### src/rtl/ym_pkg.sv
// Shared constants and types for the YM2151 timer block.
package ym_pkg;

    localparam logic [7:0] REG_CLKA1 = 8'h10;
    localparam logic [7:0] REG_CLKA2 = 8'h11;
    localparam logic [7:0] REG_CLKB  = 8'h12;
    localparam logic [7:0] REG_CTRL  = 8'h14;

    // Bit positions inside control register 0x14 (bit 6 has no function).
    localparam int CTRL_LOAD_A    = 0;
    localparam int CTRL_LOAD_B    = 1;
    localparam int CTRL_IRQEN_A   = 2;
    localparam int CTRL_IRQEN_B   = 3;
    localparam int CTRL_F_RESET_A = 4;
    localparam int CTRL_F_RESET_B = 5;
    localparam int CTRL_CSM       = 7;

    typedef enum logic {T_STOP, T_RUN} tstate_t;

endpackage

### src/rtl/ym_timer_chan.sv
// One interval-timer channel: W-bit up-counter with a STOP/RUN state machine.
module ym_timer_chan
    import ym_pkg::*;
#(
    parameter int W = 10
) (
    input  logic         clk,
    input  logic         rst_n,
    input  logic         tick,
    input  logic         load_start,
    input  logic         load_stop,
    input  logic [W-1:0] n,
    output logic         ovf,
    output tstate_t      state
);

    tstate_t        state_q, state_d;
    logic [W-1:0]   cnt_q, cnt_d;
    logic           cnt_full;

    assign cnt_full = (cnt_q == {W{1'b1}});

    always_comb begin
        state_d = state_q;
        cnt_d   = cnt_q;
        // Overflow uses the pre-write state, so a same-cycle stop still counts it.
        ovf     = (state_q == T_RUN) && tick && cnt_full;
        case (state_q)
            T_STOP: begin
                if (load_start) begin
                    state_d = T_RUN;
                    cnt_d   = n;
                end
            end
            T_RUN: begin
                if (tick) begin
                    cnt_d = cnt_full ? n : cnt_q + W'(1);
                end
                if (load_stop) begin
                    state_d = T_STOP;
                end
            end
            default: begin
                state_d = T_STOP;
            end
        endcase
    end

    always_ff @(posedge clk) begin
        if (!rst_n) begin
            state_q <= T_STOP;
            cnt_q   <= '0;
        end else begin
            state_q <= state_d;
            cnt_q   <= cnt_d;
        end
    end

    assign state = state_q;

endmodule

### src/rtl/ym_timer_unit.sv
// YM2151 timers A and B: shared prescalers, sticky overflow flags and CSM key-on.
module ym_timer_unit
    import ym_pkg::*;
#(
    parameter int PRESC_A      = 64,
    parameter int PRESC_B_MULT = 16
) (
    input  logic       phiM,
    input  logic       IC_b,
    input  logic [9:0] clka,
    input  logic [7:0] clkb,
    input  logic       ctrl_wr,
    input  logic [7:0] ctrl_wdata,
    output logic       TM_1,
    output logic       TM_2,
    output logic       csm_kon,
    output tstate_t    dbg_state_a,
    output tstate_t    dbg_state_b
);

    localparam int PA_W = (PRESC_A > 1) ? $clog2(PRESC_A) : 1;
    localparam int PB_W = (PRESC_B_MULT > 1) ? $clog2(PRESC_B_MULT) : 1;

    // ctrl_wr is a bare strobe with no back-pressure: ctrl_wdata is consumed
    // on every rising phiM where ctrl_wr=1 and is ignored otherwise.
    logic [PA_W-1:0] presc_a_q, presc_a_d;
    logic [PB_W-1:0] presc_b_q, presc_b_d;
    logic            tick_a, tick_b;
    logic            irqen_a_q, irqen_a_d;
    logic            irqen_b_q, irqen_b_d;
    logic            csm_q, csm_d;
    logic            tm1_q, tm1_d;
    logic            tm2_q, tm2_d;
    logic            csm_kon_q, csm_kon_d;
    logic            ovf_a, ovf_b;
    logic            ctrl_unused;

    assign ctrl_unused = ctrl_wdata[6];

    assign tick_a = (presc_a_q == PA_W'(PRESC_A - 1));
    assign tick_b = tick_a && (presc_b_q == PB_W'(PRESC_B_MULT - 1));

    always_comb begin
        presc_a_d = tick_a ? '0 : presc_a_q + PA_W'(1);
        presc_b_d = presc_b_q;
        if (tick_a) begin
            presc_b_d = tick_b ? '0 : presc_b_q + PB_W'(1);
        end
    end

    ym_timer_chan #(.W(10)) u_chan_a (
        .clk        (phiM),
        .rst_n      (IC_b),
        .tick       (tick_a),
        .load_start (ctrl_wr && ctrl_wdata[CTRL_LOAD_A]),
        .load_stop  (ctrl_wr && !ctrl_wdata[CTRL_LOAD_A]),
        .n          (clka),
        .ovf        (ovf_a),
        .state      (dbg_state_a)
    );

    ym_timer_chan #(.W(8)) u_chan_b (
        .clk        (phiM),
        .rst_n      (IC_b),
        .tick       (tick_b),
        .load_start (ctrl_wr && ctrl_wdata[CTRL_LOAD_B]),
        .load_stop  (ctrl_wr && !ctrl_wdata[CTRL_LOAD_B]),
        .n          (clkb),
        .ovf        (ovf_b),
        .state      (dbg_state_b)
    );

    always_comb begin
        irqen_a_d = irqen_a_q;
        irqen_b_d = irqen_b_q;
        csm_d     = csm_q;
        if (ctrl_wr) begin
            irqen_a_d = ctrl_wdata[CTRL_IRQEN_A];
            irqen_b_d = ctrl_wdata[CTRL_IRQEN_B];
            csm_d     = ctrl_wdata[CTRL_CSM];
        end
        // Set beats clear so an overflow landing on a flag-reset write is kept.
        tm1_d = tm1_q;
        if (ovf_a && irqen_a_q) begin
            tm1_d = 1'b1;
        end else if (ctrl_wr && ctrl_wdata[CTRL_F_RESET_A]) begin
            tm1_d = 1'b0;
        end
        tm2_d = tm2_q;
        if (ovf_b && irqen_b_q) begin
            tm2_d = 1'b1;
        end else if (ctrl_wr && ctrl_wdata[CTRL_F_RESET_B]) begin
            tm2_d = 1'b0;
        end
        csm_kon_d = ovf_a && csm_q;
    end

    always_ff @(posedge phiM) begin
        if (!IC_b) begin
            presc_a_q <= '0;
            presc_b_q <= '0;
            irqen_a_q <= 1'b0;
            irqen_b_q <= 1'b0;
            csm_q     <= 1'b0;
            tm1_q     <= 1'b0;
            tm2_q     <= 1'b0;
            csm_kon_q <= 1'b0;
        end else begin
            presc_a_q <= presc_a_d;
            presc_b_q <= presc_b_d;
            irqen_a_q <= irqen_a_d;
            irqen_b_q <= irqen_b_d;
            csm_q     <= csm_d;
            tm1_q     <= tm1_d;
            tm2_q     <= tm2_d;
            csm_kon_q <= csm_kon_d;
        end
    end

    assign TM_1    = tm1_q;
    assign TM_2    = tm2_q;
    assign csm_kon = csm_kon_q;

endmodule

### config.mk
export PLATFORM = sky130hd
export DESIGN_NAME = ym_timer_unit
export DESIGN_NICKNAME = d
export VERILOG_FILES = /design/src/rtl/ym_pkg.sv /design/src/rtl/ym_timer_chan.sv /design/src/rtl/ym_timer_unit.sv
export SDC_FILE = /design/constraint.sdc
export NUM_CORES = 1
export LEC_CHECK = 0
export ABC_AREA = 1
export CORE_MARGIN = 2
export CORE_UTILIZATION = 50
export CTS_CLUSTER_DIAMETER = 30
export DETAILED_ROUTE_END_ITERATION = 10
export GPL_TIMING_DRIVEN = 1
export PLACE_DENSITY_LB_ADDON = 0.08
export SLEW_MARGIN = 20
export SYNTH_ARGS = -nofsm -noshare
export SYNTH_HDL_FRONTEND = slang
export SYNTH_SLANG_ARGS = --single-unit
### constraint.sdc
create_clock -name phiM -period 1.6 [get_ports phiM]
set_input_delay 0.16 -clock phiM [delete_from_list [all_inputs] [get_ports phiM]]
set_output_delay 0.16 -clock phiM [all_outputs]
set_load 0.01 [all_outputs]
==> flow_metrics.env <==
export IMPL_hold_path_end="presc_a_q[0]"
export IMPL_utilization_pct=65.66
export IMPL_p_sw_share_pct=27.20
export IMPL_synth_edf_count=0
export IMPL_dieWidth_um=68.22
export IMPL_clock_power_share_pct=33.2
export IMPL_setup_viol=0
export IMPL_r2r_setup_slack_ps=100
export IMPL_synthCells=308
export IMPL_cts_tree="built"
export IMPL_clock_sinks=36
export IMPL_outcome="completed"
export IMPL_dr_pass1_iters=4
export IMPL_die_h_um=68.22
export IMPL_ys_flop_type="dfxtp_1"
export IMPL_setup_worst_path_class="reg2reg"
export IMPL_max_cap_viol_count=0
export IMPL_finish_net_count=383
export IMPL_antenna_left=0
export IMPL_grt_max_degree=28
export IMPL_place_area_um2=2471
export IMPL_pin_count=34
export IMPL_syn_to_final_growth_pct=26.46
export IMPL_finalSetupTns_ps=0
export IMPL_peakVddDrop_uv=481.5
export IMPL_synth_area_um2=2062
export IMPL_fin_skew_ps=7.832
export IMPL_numCtsBuffers=5
export IMPL_dieArea_um2=4654
export IMPL_wl_um=4259
export IMPL_slew_violations=0
export IMPL_avgRoutedWirePerCell_um=10.62
export IMPL_whs_ps=419.1
export IMPL_final_cell_mix="nand2_1 (80), nor2_1 (37), dfxtp_1 (32), inv_1 (32), clkdlybuf4s50_1 (32)"
export IMPL_layout_commonest_cell="nand2_1"
export IMPL_place_gp_congestion=0.7766
export IMPL_ctsHoldBuffers=0
export IMPL_grtUsageTotal_pct=20.27
export IMPL_vias=1945
export IMPL_root_buffer="clkbuf_8"
export IMPL_reg2reg_from="presc_a_q[0]"
export IMPL_pre_cts_slack_ps=80.91
export IMPL_cts_max_level=2
export IMPL_ys_seq_area_share_pct=34.95
export IMPL_grt_pass1_vias=1686
export IMPL_drive_gt1_share_pct=13.68
export IMPL_worstMarginPinSlew_ps=238.7
export IMPL_initial_core_util_pct=51.92
export IMPL_avgSynthCellArea_um2=6.695
export IMPL_avgViaCountPerCell=4.850
export IMPL_internal_power_uw=1396
export IMPL_clk_latency_ps=290
export IMPL_r2r_end="u_chan_a.cnt_q[5]"
export IMPL_port_buffers=32
export IMPL_coreArea_um2=3971
export IMPL_p_sw_uw=521.7
export IMPL_min_path_type="reg2reg"
export IMPL_crit_path_start_kind="register"
export IMPL_holdCritStartpoint="presc_a_q[0]"
export IMPL_power_density_nw_per_um2=735.6
export IMPL_grt_setup_unrepaired="no"
export IMPL_max_freq_ghz=0.6669
export IMPL_p_seq_share_pct=51.8
export IMPL_grt_ovfl_total=0
export IMPL_row_count=23
export IMPL_slew_headroom_pct=83.95
export IMPL_yosysWarnings=0
export IMPL_period_share_pct=93.72
export IMPL_comb_power_share_pct=15.0
export IMPL_synth_fp_nets=341
export IMPL_place_hpwl_um=3083
export IMPL_cts_buffer_depth=2
export IMPL_cp_arrival_ps=1690
export IMPL_cts_clk_slew_worst_paths_ps=80
export IMPL_fin_ws_ps=100.5
export IMPL_num_antenna_cells=0
export IMPL_finalHoldViolCount=0
export IMPL_power_leakage_uw=0.001169
export IMPL_async_flop_share_pct=0
export IMPL_cp_end_kind="register"
export IMPL_postLayoutCellArea_um2=2608
export IMPL_antenna_found_initial=0
export IMPL_grt_pass1_wl_um=7162
export IMPL_required_ps=1790
export IMPL_drt_initial_drc_count=53
export IMPL_whs_path_depth=1
export IMPL_reg2reg_depth=9
export IMPL_ys_ff_latch=36
export IMPL_post_route_drc_count=0
export IMPL_period_needed_ps=1499
export IMPL_cp_max_fo=10
export IMPL_yosys_cell_types_count=37
## power by group through the flow
| stage | clock network, uW | registers, uW | logic [uW] |
|---|---|---|---|
| finish | 637 | 993 | 288 |
| global route | 692 | 1000 | 327 |
| CTS | 662 | 989 | 287 |
| detailed placement | 0 | 1010 | 285 |
| global placement | 0 | 1010 | 281 |
| floorplan | 0 | 1000 | 177 |
## synth_stat cells (2+ instances only)
cell type / number / area share (%)
xor2_1: 5 / 2.1
nand3b_1: 2 / 0.73
inv_2: 4 / 0.73
nand2_2: 2 / 0.61
ha_1: 4 / 2.4
a21oi_1: 8 / 1.9
nand2_4: 2 / 1.1
o21ai_1: 8 / 1.9
xnor2_1: 2 / 0.85
nand3_1: 28 / 6.8
nand4_1: 3 / 0.91
nand2_1: 81 / 15
nor2_2: 2 / 0.61
buf_6: 2 / 1.1
clkinv_1: 4 / 0.73
nand3_2: 2 / 0.97
o21ai_0: 19 / 4.6
a21oi_2: 2 / 0.85
clkbuf_1: 3 / 0.55
o21bai_1: 2 / 0.73
dfxtp_1: 36 / 35
inv_1: 32 / 5.8
nor2_4: 3 / 1.6
nor2_1: 39 / 7.1
## how the worst max path moves through the flow
stage,from,end,slack (ps),depth (start not counted)
finish,presc_a_q[0],u_chan_a.cnt_q[5],100,9
global route,u_chan_b.cnt_q[0],u_chan_b.cnt_q[3],3,10
CTS,register,dbg_state_b,50,1
detailed placement,u_chan_b.cnt_q[0],u_chan_b.cnt_q[0],80,9
global placement,u_chan_b.cnt_q[0],u_chan_b.cnt_q[0],100,9
floorplan,presc_a_q[0],u_chan_a.cnt_q[0],210,9
## repair_timing
action | CTS | global route
endpoints found under the setup margin | 0 | 11
buffers inserted | 0 | 1
resized for setup | 0 | 11
## state kept, by name, indices dropped and copies added (netlist names), named ones only
register        cells
csm_q               1
irqen_b_q           1
irqen_a_q           1
TM_1                1
TM_2                1
csm_kon             1
presc_b_q           4
u_chan_a.cnt_q     10
presc_a_q           6
u_chan_b.cnt_q      8
## layout make-up
| cell class | count | area (um^2) |
|---|---|---|
| Timing Repair Buffer | 41 | 400.4 |
| Inverter | 40 | 150.1 |
| Fill cell | 388 | 1364 |
| Clock buffer | 5 | 68.82 |
| Clock inverter | 3 | 18.77 |
| Multi-Input combinational cell | 226 | 1181 |
| Sequential cell | 36 | 725.7 |
| Tap cell | 50 | 62.56 |
## cell families (layout without fill, tap and decap cells)
group                      Yosys count  count (layout)  share of synthesized area [%]
adders and majority gates            4               4                          2.427
buffers and inverters               47              89                          9.526
AOI/OAI and AO/OA                   43              43                          11.53
and+or+nand+nor                    171             172                          38.59
DFF                                 36              36                          34.95
xor gates and xnor gates             7               7                          2.973
## critical path: stages (launching register included)
cell and delay (ps):
dfxtp_2 340, ha_2 210, nand3_4 90, nor2_4 170
buf_4 140, nand2_4 80, nand2_8 120, nand2_1 60
nor2_1 120, nor2_2 40
## per-layer routing
metal  part of all wire (%)  GRT usage, %  up-vias
met5                      0             0        -
met4                    1.2         7.500        0
met3                    3.6         3.947        5
met2                     48         34.95       28
met1                     47         24.87      856
li1                       -             -     1056
## stage by stage
step / power [uW] / cells
6_report: 1918 / 401
5_1_grt: 2019 / 401
4_1_cts: 1939 / 399
3_5_place_dp: 1295 / 391
3_3_place_gp: 1290 / 391
2_1_floorplan: 1177 / 308
Power figures use the tool's default switching activity.
